### config.mk
export PLATFORM = sky130hd
export DESIGN_NAME = beam_delay_sum_scheduler
export DESIGN_NICKNAME = d
export VERILOG_FILES = /design/src/rtl/beam_delay_sum_scheduler.sv
export SDC_FILE = /design/constraint.sdc
export NUM_CORES = 1
export LEC_CHECK = 0
export BUFFER_PORTS_ARGS = -buffer_cell sky130_fd_sc_hd__buf_2
export CORE_MARGIN = 2
export CORE_UTILIZATION = 57
export DETAILED_ROUTE_END_ITERATION = 12
export HOLD_SLACK_MARGIN = 0.08
export PLACE_DENSITY = 0.78
export REMOVE_ABC_BUFFERS = 1
export SLEW_MARGIN = 0
export SYNTH_ARGS = -nofsm -noshare
export SYNTH_HDL_FRONTEND = slang
export SYNTH_SLANG_ARGS = --single-unit
### constraint.sdc
create_clock -name clk -period 2.45 [get_ports clk]
set_input_delay 0.49 -clock clk [delete_from_list [all_inputs] [get_ports clk]]
set_output_delay 0.49 -clock clk [all_outputs]
set_load 0.03 [all_outputs]
### src/rtl/beam_delay_sum_scheduler.sv
// Delay-and-sum beam scheduler: per frame, reads each channel buffer once at its steering delay and sums the samples.
// Optional build macro BEAM_MEAN_EN: output the floor mean (sum >> CH_W) instead of the raw sum.
module beam_delay_sum_scheduler #(
    parameter int NUM_CHANNELS        = 8,
    parameter int NUMBER_OF_BITS      = 8,
    parameter int SAMPLES_BUFFER_SIZE = 10,
    localparam int CH_W  = $clog2(NUM_CHANNELS),
    localparam int IDX_W = $clog2(SAMPLES_BUFFER_SIZE) + 1,
    localparam int SUM_W = NUMBER_OF_BITS + CH_W
) (
    input  logic                      clk,
    input  logic                      reset,
    input  logic                      sample_tick,
    input  logic                      cfg_we,
    input  logic [CH_W-1:0]           cfg_ch,
    input  logic [IDX_W-1:0]          cfg_delay,
    output logic                      cfg_ready,
    output logic                      rd_valid,
    output logic [CH_W-1:0]           rd_ch,
    output logic [IDX_W-1:0]          rd_index,
    input  logic [NUMBER_OF_BITS-1:0] rd_data,
    output logic [SUM_W-1:0]          sum_out,
    output logic                      sum_valid,
    output logic                      busy,
    output logic                      overrun
);

    typedef enum logic [1:0] {IDLE, ISSUE, DRAIN, DONE} state_t;

    state_t             state;
    logic [IDX_W-1:0]   delay_tab [NUM_CHANNELS];
    logic               vld_p1;
    logic [SUM_W-1:0]   acc_p1;
    logic [SUM_W-1:0]   acc_next;
    logic               cfg_hit;
    logic [IDX_W-1:0]   cfg_val;
    logic [CH_W-1:0]    next_ch;

    function automatic logic [IDX_W-1:0] clamp_delay(input logic [IDX_W-1:0] d);
        if (int'(d) >= SAMPLES_BUFFER_SIZE)
            return IDX_W'(SAMPLES_BUFFER_SIZE - 1);
        return d;
    endfunction

    function automatic logic [SUM_W-1:0] beam_out(input logic [SUM_W-1:0] a);
`ifdef BEAM_MEAN_EN
        return a >> CH_W;
`else
        return a;
`endif
    endfunction

    assign busy      = (state != IDLE);
    assign cfg_ready = !busy;
    assign cfg_hit   = cfg_we && !busy && (int'(cfg_ch) < NUM_CHANNELS);
    assign cfg_val   = clamp_delay(cfg_delay);
    assign next_ch   = rd_ch + CH_W'(1);
    assign acc_next  = acc_p1 + SUM_W'(rd_data);

    // p1: accumulate the sample returned one cycle after each read request
    always_ff @(posedge clk) begin
        if (state == IDLE && sample_tick)
            acc_p1 <= '0;
        else if (vld_p1)
            acc_p1 <= acc_next;
    end

    always_ff @(posedge clk) begin
        if (reset) begin
            state     <= IDLE;
            rd_valid  <= 1'b0;
            rd_ch     <= '0;
            rd_index  <= '0;
            vld_p1    <= 1'b0;
            sum_valid <= 1'b0;
            sum_out   <= '0;
            overrun   <= 1'b0;
            for (int i = 0; i < NUM_CHANNELS; i++)
                delay_tab[i] <= '0;
        end else begin
            vld_p1    <= rd_valid;
            sum_valid <= 1'b0;
            if (cfg_hit)
                delay_tab[cfg_ch] <= cfg_val;
            if (sample_tick && busy)
                overrun <= 1'b1;
            case (state)
                IDLE: begin
                    if (sample_tick) begin
                        state    <= ISSUE;
                        rd_valid <= 1'b1;
                        rd_ch    <= '0;
                        // a write to channel 0 in the tick cycle must already steer the first read
                        rd_index <= (cfg_hit && cfg_ch == '0) ? cfg_val : delay_tab[0];
                    end
                end
                ISSUE: begin
                    if (rd_ch == CH_W'(NUM_CHANNELS - 1)) begin
                        state    <= DRAIN;
                        rd_valid <= 1'b0;
                    end else begin
                        rd_ch    <= next_ch;
                        rd_index <= delay_tab[next_ch];
                    end
                end
                DRAIN: begin
                    state     <= DONE;
                    sum_out   <= beam_out(acc_next);
                    sum_valid <= 1'b1;
                end
                default: state <= IDLE;
            endcase
        end
    end

endmodule

==> Word-level counts from Yosys, hierarchy flattened <==
Memory sizes are Yosys's and may differ from the RTL's.
Index checks and enable logic that the tools add are counted.
{ "op_classes": {"n_lt_le_gt_ge": 1, "n_mul": 0, "div": 0, "addsub": 2, "n_shift": 0, "n_reduce_logical": 13, "n_bitwise": 0, "eq_ne": 6, "muxes": 25} }
{ "ops": {"columns": ["operator", "count"], "rows": [
  ["5-bit 2-to-1 mux", 6],
  ["11-bit by 8-bit adder with 11-bit output", 1],
  ["1-bit 2-to-1 mux", 10],
  ["5-bit one-hot mux with 2 select lines", 1],
  ["3-bit 2-to-1 mux", 3],
  ["2-bit inequality test (second input constant)", 3],
  ["2-bit one-hot mux with 3 select lines", 1],
  ["3-bit one-hot mux with 2 select lines", 1],
  ["3-bit AND reduction", 2],
  ["5-bit by 4-bit >= comparator with 1-bit output (second input constant)", 1],
  ["5-bit OR reduction", 1],
  ["1-bit logical AND", 4],
  ["2-bit 2-to-1 mux", 2],
  ["2-bit nonzero test", 2],
  ["3-bit by 1-bit adder with 3-bit output (second input constant)", 1],
  ["3-bit equality test (second input constant)", 1],
  ["3-bit logical NOT", 1],
  ["2-bit by 1-bit equality test with 1-bit output (second input constant)", 1],
  ["2-bit equality test (second input constant)", 1],
  ["2-bit logical NOT", 1],
  ["1-bit one-hot mux with 2 select lines", 1],
  ["2-bit AND reduction", 1],
  ["1-bit logical NOT", 1]
]} }
{ "word_totals": {"mem_bits_ro": 0, "out_inout_bits": 24, "reg_bits": 36, "n_memories": 1, "wordCells": 57, "latch_bits": 0, "ram_bits": 40} }
{ "mem_list": {"columns": ["name", "words", "word_bits", "rd", "rd_ports_with_merged_regs", "wr", "line", "text"], "rows": [
  ["delay_tab", 8, 5, 2, 0, 8, "31", "logic [IDX_W-1:0] delay_tab [NUM_CHANNELS];"]
]} }

==> Longest topological paths before layout <==
Gate-level depths: netlist of run 1.
{ "depth": {"depth_word": 8, "depth_mapped": 8, "mapped_depth_nobuf": 8} }

==> Least setup slack after synthesis of run 1 <==
No wires, ideal clock.
{ "synth_timing": {"path_type": "input-to-reg", "start": "in rd_data[0]", "end": "reg acc_p1[10]", "setup_slack_ps": 284, "stages": 8, "n_path_buf": 0, "arrival_time_ps": 2096, "setup_time_ps": 71, "cell_sequence": "ha_1 > inv_1 > fa_1 > nand2b_1 > a211oi_2 > o211ai_1 > or3_1 > a21oi_1"} }
{ "synth_via": {"elab_chain_len": 1} }
{ "synth_rtl": {"columns": ["item", "line", "text"], "rows": [
  ["start, declared", "21", "input logic [NUMBER_OF_BITS-1:0] rd_data,"],
  ["11-bit by 8-bit adder with 11-bit output", "58", "assign acc_next = acc_p1 + SUM_W'(rd_data);"],
  ["end signal, assigned", "65", "acc_p1 <= acc_next;"],
  ["end, declared", "33", "logic [SUM_W-1:0] acc_p1;"]
]} }
No other way between the ends.
A chain may end at the register's enable or synchronous reset.

==> Final worst setup path of run 1 <==
{ "layout_timing": {"start": "reg acc_p1[0]", "end": "reg acc_p1[10]"} }
{ "layout_via": {"elab_chain_len": 1} }
{ "layout_rtl": {"columns": ["item", "line"], "rows": [
  ["11-bit by 8-bit adder with 11-bit output", "58"]
]} }
No other way between the ends.

==> impl_results.md, run 1 <==
- DR WL/cell: 15.7 um
- RSZ-0062 raised after global routing: no
- CORE AREA: 0.00631 mm2
- R2r endpoint: acc_p1[10]
- TritonCTS buffer count: 9
- Post-synth EDFFs: 40
- GRT Overall Usage: 0.226
- Worst min-delay path class: flip-flop to flip-flop
- Clk root buf: clkbuf_8
- Clk_skew: 0.0104 ns
- CP endpoint kind: flip-flop
- Setup crit end: acc_p1[10]
- Die Span X: 84.6 um
- Most frequent cell after synthesis: nor2_1
- First-pass GRT wire length: roughly 13 mm
- Worst Setup Slack, final: 0.164 ns
- Worst-Margin Slew: 0.577 ns
- Critical Path RT: 2.72 ns
- Mean Syn Cell Area: 10.6 um2
- Cells after synthesis: 349
- Leading area contributor after synthesis: edfxtp_1
- Minimum clock period: ~2.3 ns
- Total number of vias: approximately 2700
- DRC viols: 0
- Share of cells above drive strength 1: 0.204
- Met3 GRT Util: 0.0600
- Top FF cell, synth: edfxtp_1
- Total of max-cap violations: 0
- Yosys top cell area share: 0.324
- Full die area: 0.00716 mm2
- Met1 global-route usage: 0.300
- Final Max Tran Viols: 0
- # diodes: 0
- Post-route cell area: 0.00426 mm2
- Area contributors post-synth: edfxtp_1, dfxtp_1, nor2_1
- GPL Wtd Cong: 0.833
- Final nets: 436
- Final hold vios: 0
- Number of synthesis warnings: 0
- PwrDens: 1080 mW/mm2
- Initial antenna violation count: 0
- Number of global-route vias before repair: 2679
- Crit-path max FO: 4
- Post-placement cell area: 0.00404 mm2
- Placed instance count: 468
- Status: complete, no violations
- CTS Hold Bufs: 0
- Most used routing layer: met2
- # rows: 29
- Htree depth: 3
- Worst-path clk slew: 0.08 ns
- Top-Level Pins: between 40 and 50
- Area Overhead vs Synth: 14.8%
- Chip height: 84.6 um
- Synth cell types: a little under 50
- Max Root-Sink Buffers: 2
- Seq/Total Area, Yosys: 0.518
- Post-route ant nets: 0
- Post_cts resized: 0
- CTS tree: yes
- Setup Buffers After CTS: 0
- Placement Setup Slack: -0.0465 ns
- Routed Wire Length: approximately 7.6 mm
- FMAX: 437 MHz
- # clock sinks: 76
- Ys async rst share: 0
- Drt initial violations: 142
- Largest net degree at the start of global routing: 26
- Data arrival, critical path: 2.56 ns
- Pre-antenna DRT Iters: 5
- Detailed placement HPWL: ~5.6 mm
- R2r startpoint: acc_p1[0]
- Max VDD drop: 0.000698 V
- Vias/cell: between 5 and 6
- Slew Limit Headroom: 0.616
- Cell area after synthesis: 0.00371 mm2
- Initial core utilization: 0.587
- Met2 GRT Util: 0.363
- Grt ovf: 0
- Non-filler cells, final: between 400 and 500
- Leakage: 1.70 nW
- Final setup fails: 0
- Worst Setup SP: acc_p1[0]
- Clock Latency Late Sink: about 0.34 ns
- Worst r2r path cells: 8
- Port bufs: 43
- Period utilisation layout: 0.933
- Post-synth top cells: nor2_1, edfxtp_1, dfxtp_1
- Worst Setup Start Kind: flip-flop
- Post-route setup TNS: 0 ns
- Setup CP Type: flip-flop to flip-flop
- Yosys reg bits: 76
- FF-to-FF setup slack: 0.16 ns
## routing by layer
metal | part of all wire | up-vias | wire length (um)
met2 | 0.47 | 101 | 3600
met1 | 0.44 | 1252 | 3340
met5 | 0 | - | 0
met3 | 0.066 | 15 | 503
li1 | - | 1344 | -
met4 | 0.019 | 0 | 148
## metrics by stage
step	hold slack (ns)	util	power, mW
after floorplan	0.464	-	3.10
after global placement	0.443	0.640	3.55
after detailed placement	0.454	0.640	3.60
after CTS	0.465	0.674	4.62
after global routing	0.478	0.674	4.89
final	0.461	0.674	4.60
## logic make-up after synthesis
logic type	count (synthesis)	share of synthesized area
and+or+nand+nor	141	0.183
buffers and inverters	30	0.0337
other	1	0.00101
muxes	25	0.0911
DFF	76	0.518
AOI/OAI and AO/OA	54	0.105
adders and majority gates	14	0.0493
xor gates and xnor gates	8	0.0189
## cell usage in the layout, fill, tap and decap left out, drive strengths merged, types with 2 or more instances in the layout
master	n
a211oi	9
or3	3
nand4b	2
a31oi	2
mux4	7
edfxtp	40
nor2b	7
xor2	4
inv	16
and3	2
xnor2	4
o21ai	6
nand2b	12
buf	53
nand3	6
ha	13
conb	8
nor3b	5
a311oi	4
nor2	67
nor3	5
mux2i	18
o211ai	4
o22ai	3
or4b	2
o311ai	2
a21oi	15
clkbuf	11
nand2	26
dfxtp	36
a21o	4
## how the worst min path moves through the flow
stage | startpoint | to | slack (ns) | cells after the start
6_report | rd_index[0] | rd_index[0] | 0.46 | 2
5_1_grt | sample_tick | overrun | 0.48 | 3
4_1_cts | rd_index[0] | rd_index[0] | 0.46 | 2
3_5_place_dp | overrun | overrun | 0.45 | 2
3_3_place_gp | overrun | overrun | 0.44 | 2
2_1_floorplan | state[1] | state[1] | 0.46 | 2
## critical path: stages (launching register included)
cell      delay (ns)
dfxtp_1         0.35
ha_1            0.19
inv_1           0.06
fa_1            0.39
nand2b_1        0.20
a211oi_2        0.33
o211ai_1        0.21
or3_1           0.36
a21oi_1         0.14
## power breakdown
group	internal [mW]	switching (mW)	leakage, nW	total [mW]
clock	0.545	0.480	0.110	1.03
combinational	0.702	1.17	0.885	1.87
sequential	1.57	0.133	0.704	1.70
total	2.82	1.78	1.70	4.60
## area by class of cell
class,count,area [um2]
clock buffers,11,153
repair buffers,53,290
fillers,495,2060
inverters,12,45.0
well taps,77,96.3
multi-input cells,250,1690
flip-flops and latches,76,1920
clock inverters,5,62.6
## flip-flops by register name, indices dropped and copies added (netlist names)
signal and cells:
overrun 1, vld_p1 1, acc_p1 11, rd_ch 3
state 2, sum_valid 1, rd_valid 1, rd_index 5
delay_tab 40, sum_out 11
Note: power is estimated with default switching activity, not from simulation.
==> inputs of run 2 (changes only) <==
--- a/config.mk
+++ b/config.mk
@@ -5,6 +5,7 @@
 export SDC_FILE = /design/constraint.sdc
 export NUM_CORES = 1
 export LEC_CHECK = 0
+export ABC_AREA = 1
 export BUFFER_PORTS_ARGS = -buffer_cell sky130_fd_sc_hd__buf_2
 export CORE_MARGIN = 2
 export CORE_UTILIZATION = 57
==> run 2 against run 1 <==
Net effect:
- total power up 3.8%
- first-iteration DRC count up 55%
- largest cell class unchanged
- worst setup slack better by 0.33 ns
==> impl_results.md, run 2 <==
- Status: complete, no violations
- Final Max Tran Viols: 0 (unchanged)
- Non-filler cells, final: 681 (+41%)
- Top-Level Pins: 44 (unchanged)
- Worst Setup Start Kind: flip-flop
- Switch share: 0.427 (+0.0395)
- Full die area: 0.00774 mm2 (+8.0%)
- Routed Wire Length: 8.66 mm (+14%)
- Max Root-Sink Buffers: 2 (unchanged)
- Crit-path max FO: 5 (+1)
- Cell area after synthesis: 0.00402 mm2 (+8.4%)
- Post-synth top cells: nor2_1, nand2_1, inv_1
- Setup Buffers After CTS: 0 (unchanged)
- Combinational power share: 0.440 (+0.033)
- Top FF cell, synth: edfxtp_1
- Top sig layer: met4
- Most frequent cell after synthesis: nor2_1
- # diodes: 0 (unchanged)
- Worst-path clk slew: 0.08 ns (about the same)
- Metal2 WL: 3.79 mm (+5.2%)
- Clock Latency Late Sink: 0.35 ns (about the same)
- Pre-antenna DRT Iters: 4 (-1)
- Met1 Wirelength: 4.14 mm (+24%)
- Slew Limit Headroom: 0.533 (-0.0824)
- CTS Hold Bufs: 0 (unchanged)
- # rows: 30 (+3.4%)
- Leakage: 2.22 nW (+31%)
- RSZ-0062 raised after global routing: no
- TritonCTS buffer count: 9 (unchanged)
- First-pass GRT wire length: 14.1 mm (+12%)
- Period utilisation layout: 0.798 (-0.135)
- Ys async rst share: 0 (unchanged)
- # clock sinks: 76 (unchanged)
- Setup CP Type: flip-flop to flip-flop
- GPL Wtd Cong: 0.963 (+16%)
- Clock share of power: 0.196 (-0.027)
- PwrDens: 1060 mW/mm2 (-2.1%)
- Largest net degree at the start of global routing: 32 (+23%)
- Post-synth EDFFs: 40 (unchanged)
- Placement Setup Slack: 0.405 ns (+0.451 ns)
- Vias/cell: 5.01 (-11%)
- Clk root buf: clkbuf_8
- Number of synthesis warnings: 0 (unchanged)
- Post-placement cell area: 0.00432 mm2 (+7.0%)
- Final setup fails: 0 (unchanged)
- Initial core utilization: 0.592 (+0.00433)
- Chip height: 88.0 um (+3.9%)
- Number of global-route vias before repair: 3015 (+13%)
- Top Registers: delay_tab x40, acc_p1 x11, sum_out x11
- Port bufs: 43 (unchanged)
- Worst Setup Slack, final: 0.496 ns (+0.332 ns)
- Top reg by flops: delay_tab
- Final hold vios: 0 (unchanged)
- Share of cells above drive strength 1: 0.135 (-0.0689)
- Post-route setup TNS: 0 ns (unchanged)
- DR WL/cell: 12.7 um (-19%)
- NetSw: 2.04 mW (+14%)
- Post-route cell area: 0.00452 mm2 (+6.1%)
- Drt initial violations: 220 (+55%)
- Critical Path RT: 2.50 ns (-0.22 ns)
- Leading area contributor after synthesis: edfxtp_1
- Post_cts resized: 0 (unchanged)
- Data arrival, critical path: 2.00 ns (-0.56 ns)
- CP endpoint kind: flip-flop
- Most common cell after layout, fill and taps aside: nor2_1
- Area contributors post-synth: edfxtp_1, dfxtp_1, nor2_1
- Yosys top cell area share: 0.299 (-0.0251)
- Minimum clock period: 1.95 ns (-0.332 ns)
- Seq/Total Area, Yosys: 0.478 (-0.0402)
- DRC viols: 0 (unchanged)
- Cells after synthesis: 529 (+52%)
- Most frequent cells in the layout: nor2_1, nand2_1, inv_1
- Worst min-delay path class: primary input to flip-flop
- Htree depth: 3 (unchanged)
- Post-route ant nets: 0 (unchanged)
- Sequential power share: 0.364 (-0.006)
- Max reg flops: 40 (unchanged)
- Area Overhead vs Synth: 12.4%
- Total of max-cap violations: 0 (unchanged)
- Mean Syn Cell Area: 7.60 um2 (-28%)
- Total number of vias: 3414 (+26%)
- FMAX: 512 MHz (+17%)
- Final nets: 614 (+41%)
- Int Pwr: 2.74 mW (-2.9%)
- Worst-Margin Slew: 0.700 ns (+0.124 ns)
- Met3 WL: 538 um (+7.0%)
- Synth cell types: 37 (-24%)
- CORE AREA: 0.00679 mm2 (+7.6%)
- Yosys reg bits: 76 (unchanged)
- Clk_skew: 0.00759 ns (-0.00278 ns)
- Initial antenna violation count: 0 (unchanged)
- GRT Overall Usage: 0.240 (+0.0136)
- Detailed placement HPWL: 6.36 mm (+13%)
- Grt ovf: 0 (unchanged)
- CTS tree: yes
- Placed instance count: 665 (+42%)
- Die Span X: 88.0 um (+3.9%)
- Max VDD drop: 0.000576 V (-17%)
run 2: area by class of cell:
type,count,area [um2]
fillers,589,2280
inverters,88,334
flip-flops and latches,76,1920
multi-input cells,358,1700
repair buffers,47,245
clock buffers,9,124
well taps,96,120
clock inverters,7,67.6
run 2: worst max-delay path, stage by stage (launching register included):
cell	delay, ns
dfxtp_1	0.33
inv_1	0.09
ha_1	0.30
nand2_1	0.10
inv_1	0.09
nand2_1	0.05
nor2_1	0.08
inv_1	0.08
nor2_1	0.22
inv_1	0.12
nand2_1	0.18
run 2: metrics by stage:
stage	power, mW	hold slack [ns]	utilization
CTS	4.78	0.393	0.665
detailed placement	3.85	0.437	0.636
floorplan	3.32	0.467	-
global placement	3.78	0.443	0.636
global route	5.11	0.427	0.665
finish	4.78	0.403	0.665
run 2: path summary, 6_finish.rpt:
kind                           to         from  slack, ns  cells past startpoint
setup / recovery  delay_tab[6][4]     state[0]       0.50                     10
hold / removal            overrun  sample_tick       0.40                      3
setup reg to reg  delay_tab[6][4]     state[0]       0.50                     10
hold reg to reg            vld_p1     rd_valid       0.45                      2
run 2: logic make-up after synthesis:
kind of cell / Yosys count / share of synthesized area
and+or+nand+nor: 266 / 0.274
buffers and inverters: 102 / 0.105
DFF: 76 / 0.478
AOI/OAI and AO/OA: 67 / 0.0903
adders and majority gates: 14 / 0.0455
xor gates and xnor gates: 3 / 0.00654
other: 1 / 0.000933
run 2: per-layer routing:
metal	vias to the layer above	GRT usage
li1	1753	-
met1	1531	0.342
met2	110	0.375
met3	20	0.0358
met4	0	0.0853
met5	-	0
run 2: power by group through the flow:
stage                     combinational, mW  clock (mW)  sequential [mW]
after floorplan                        1.35           0             1.98
after global placement                 2.03           0             1.75
after detailed placement               2.09           0             1.76
after CTS                              2.10       0.948             1.74
after global routing                   2.35       0.993             1.77
final                                  2.10       0.936             1.74
==> inputs of run 3 (changes only) <==
==> constraint.sdc (replaced) <==
create_clock -name clk -period 2 [get_ports clk]
set_input_delay 0.4 -clock clk [delete_from_list [all_inputs] [get_ports clk]]
set_output_delay 0.4 -clock clk [all_outputs]
set_load 0.03 [all_outputs]
==> run 3 against run 2 <==
Net effect:
- non-clock buffer count grew 5
- final cell count grew 0.73%
- largest power group unchanged
- total power grew 25%
- global-route usage grew 0.87 points
==> impl_results.md, run 3 (synthesized netlist as in run 2, its figures left out) <==
- CP endpoint kind: output port
- Final Max Tran Viols: 0 (unchanged)
- DRC viols: 0 (unchanged)
- Slew Limit Headroom: 0.610 (+0.0772)
- Most used routing layer: met2
- Max Root-Sink Buffers: 2 (unchanged)
- Worst-Margin Slew: 0.585 ns (-0.116 ns)
- Drt initial violations: 287 (+30%)
- Post-Route Utilization: 0.674 (+0.00976)
- Worst Setup Slack, final: 0.121 ns (-0.375 ns)
- Clock share of power: 0.207 (+0.011)
- Met3 GRT Util: 0.0443 (+0.00848)
- # diodes: 0 (unchanged)
- Max incr delay on CP: 0.35 ns (+0.02 ns)
- Top reg by flops: delay_tab
- Tot Pwr: 6.00 mW (+25%)
- Vias/cell: 5.07 (+1.1%)
- Detailed placement HPWL: 6.45 mm (+1.4%)
- Status: complete, no violations
- Fillers: 573 (-2.7%)
- Worst hold margin: 0.320 ns (-0.0829 ns)
- Number of global-route vias before repair: 3213 (+6.6%)
- # rows: 30 (unchanged)
- Total of max-cap violations: 0 (unchanged)
- Crit path max-delay family: buffers and inverters
- Clk_skew: 0.0101 ns (+0.00247 ns)
- Most frequent cells in the layout: nor2_1, nand2_1, inv_1
- Pre-antenna DRT Iters: 5 (+1)
- Top-Level Pins: 44 (unchanged)
- Initial core utilization: 0.592 (unchanged)
- Most common cell after layout, fill and taps aside: nor2_1
- Top Registers: delay_tab x40, acc_p1 x11, sum_out x11
- Post-route ant nets: 0 (unchanged)
- FMAX: about 530 MHz
- Met2 GRT Util: 0.385 (+0.0103)
- Combinational power share: 0.441 (about the same)
- Buf/Inv on CP: 4 (unchanged)
- DR WL/cell: 12.9 um (+1.7%)
- Met1 global-route usage: 0.347 (+0.00558)
- Critical path cell sequence: inv_1 -> ha_1 -> buf_4 -> inv_1 -> buf_2
- Routed Wire Length: 8.87 mm (+2.4%)
- Minimum clock period: 1.88 ns
- Final hold vios: 0 (unchanged)
- Setup CP Type: flip-flop to output port
- Placement Setup Slack: 0.0483 ns (-0.356 ns)
- RSZ-0062 raised after global routing: no
- Max VDD drop: 0.000642 V (+11%)
- CTS tree: yes
- Most used cell along the critical path: inv_1
- Total number of vias: 3478 (+1.9%)
- Area Overhead vs Synth: 14.0%
- Max reg flops: 40 (unchanged)
- CORE AREA: 0.00679 mm2 (unchanged)
- Data arrival, critical path: 1.48 ns (-0.52 ns)
- Critical Path RT: 1.60 ns (-0.90 ns)
- Setup Buffers After CTS: 0 (unchanged)
- Slowest-stage cell, CP: dfxtp_1
- # clock sinks: 76 (unchanged)
- Share of cells above drive strength 1: 0.142 (+0.00733)
- Grt ovf: 0 (unchanged)
- Initial antenna violation count: 0 (unchanged)
- GPL Wtd Cong: 0.957 (-0.62%)
- Htree depth: 3 (unchanged)
- First-pass GRT wire length: 14.7 mm (+4.2%)
- Die Span X: 88.0 um (unchanged)
- NetSw: 2.50 mW (+23%)
- Worst Setup Start Kind: flip-flop
- GRT Overall Usage: 0.249 (+0.00868)
- Period utilisation layout: 0.940
- Clk root buf: clkbuf_8
- TritonCTS buffer count: 9 (unchanged)
- Worst-path clk slew: 0.08 ns (about the same)
- Leakage: 2.27 nW (+2.1%)
- Int Pwr: 3.49 mW (+28%)
- Chip height: 88.0 um (unchanged)
- Sequential power share: 0.352 (-0.012)
- Port bufs: 43 (unchanged)
- Final nets: 619 (+0.81%)
- Full die area: 0.00774 mm2 (unchanged)
- PwrDens: 1310 mW/mm2 (+24%)
- Largest net degree at the start of global routing: 32 (unchanged)
- Crit-path max FO: 4 (-1)
- Worst min-delay path class: primary input to flip-flop
- Final setup fails: 0 (unchanged)
- Clock Latency Late Sink: 0.36 ns (about the same)
- Switch share: 0.418 (-0.00963)
## run 3: cell types whose count changed in the layout (fill, tap and decap cells not counted)
cell	previous run	this run
clkbuf_16	0	2
nor2_2	3	4
clkinv_2	3	2
clkinvlp_4	3	1
bufinv_16	1	0
clkinvlp_2	1	0
clkbuf_1	0	1
clkbuf_8	9	11
nor2_1	122	121
buf_4	4	9
## run 3: power groups by stage
stage | clock network, mW | logic, mW | registers (mW)
2_1_floorplan | 0 | 1.65 | 2.42
5_1_grt | 1.30 | 2.97 | 2.15
4_1_cts | 1.24 | 2.64 | 2.11
3_5_place_dp | 0 | 2.61 | 2.14
6_report | 1.24 | 2.64 | 2.11
3_3_place_gp | 0 | 2.56 | 2.13
## run 3: cell type report
cell class / count / area (um2) / area share
Timing Repair Buffer: 52 / 283 / 0.0617
Sequential cell: 76 / 1920 / 0.419
Multi-Input combinational cell: 358 / 1710 / 0.372
Clock inverter: 2 / 12.5 / 0.00273
Inverter: 88 / 334 / 0.0729
Clock buffer: 14 / 205 / 0.0448
Tap cell: 96 / 120 / 0.0262
## run 3: per-layer routing
layer	part of all wire	wire length, um
met5	0	0
met4	0.021	188
met3	0.076	674
met1	0.47	4140
met2	0.44	3870
## run 3: stage by stage
step | setup TNS (ns) | std cells | cell area [um2]
5_1_grt | 0 | 686 | 4580
6_report | 0 | 686 | 4580
2_1_floorplan | -0.720 | 522 | 3960
4_1_cts | 0 | 686 | 4580
3_3_place_gp | 0 | 670 | 4360
3_5_place_dp | 0 | 670 | 4360
## run 3: worst paths after layout
path	startpoint	slack, ns	cells past startpoint	to
max	state[0]	0.12	5	busy
min	sample_tick	0.32	3	overrun
max reg2reg	acc_p1[0]	0.15	11	sum_out[6]
min reg2reg	overrun	0.49	2	overrun
## run 3: worst reg2reg max path, stage by stage, from the launching register on
cell and delay [ns]:
dfxtp_1 0.35, ha_1 0.22, inv_1 0.07, fa_1 0.40, inv_1 0.11, nand3_1 0.08
nand2_1 0.15, nand2_1 0.09, nand3_1 0.10, nand3_1 0.08, nand2_1 0.09, inv_1 0.03
## run 3: repair_timing
| item | 4_1_cts | 5_1_grt |
|---|---|---|
| setup endpoints to repair | 0 | 5 |
| resized for setup | 0 | 1 |
| hold buffers | 0 | 0 |
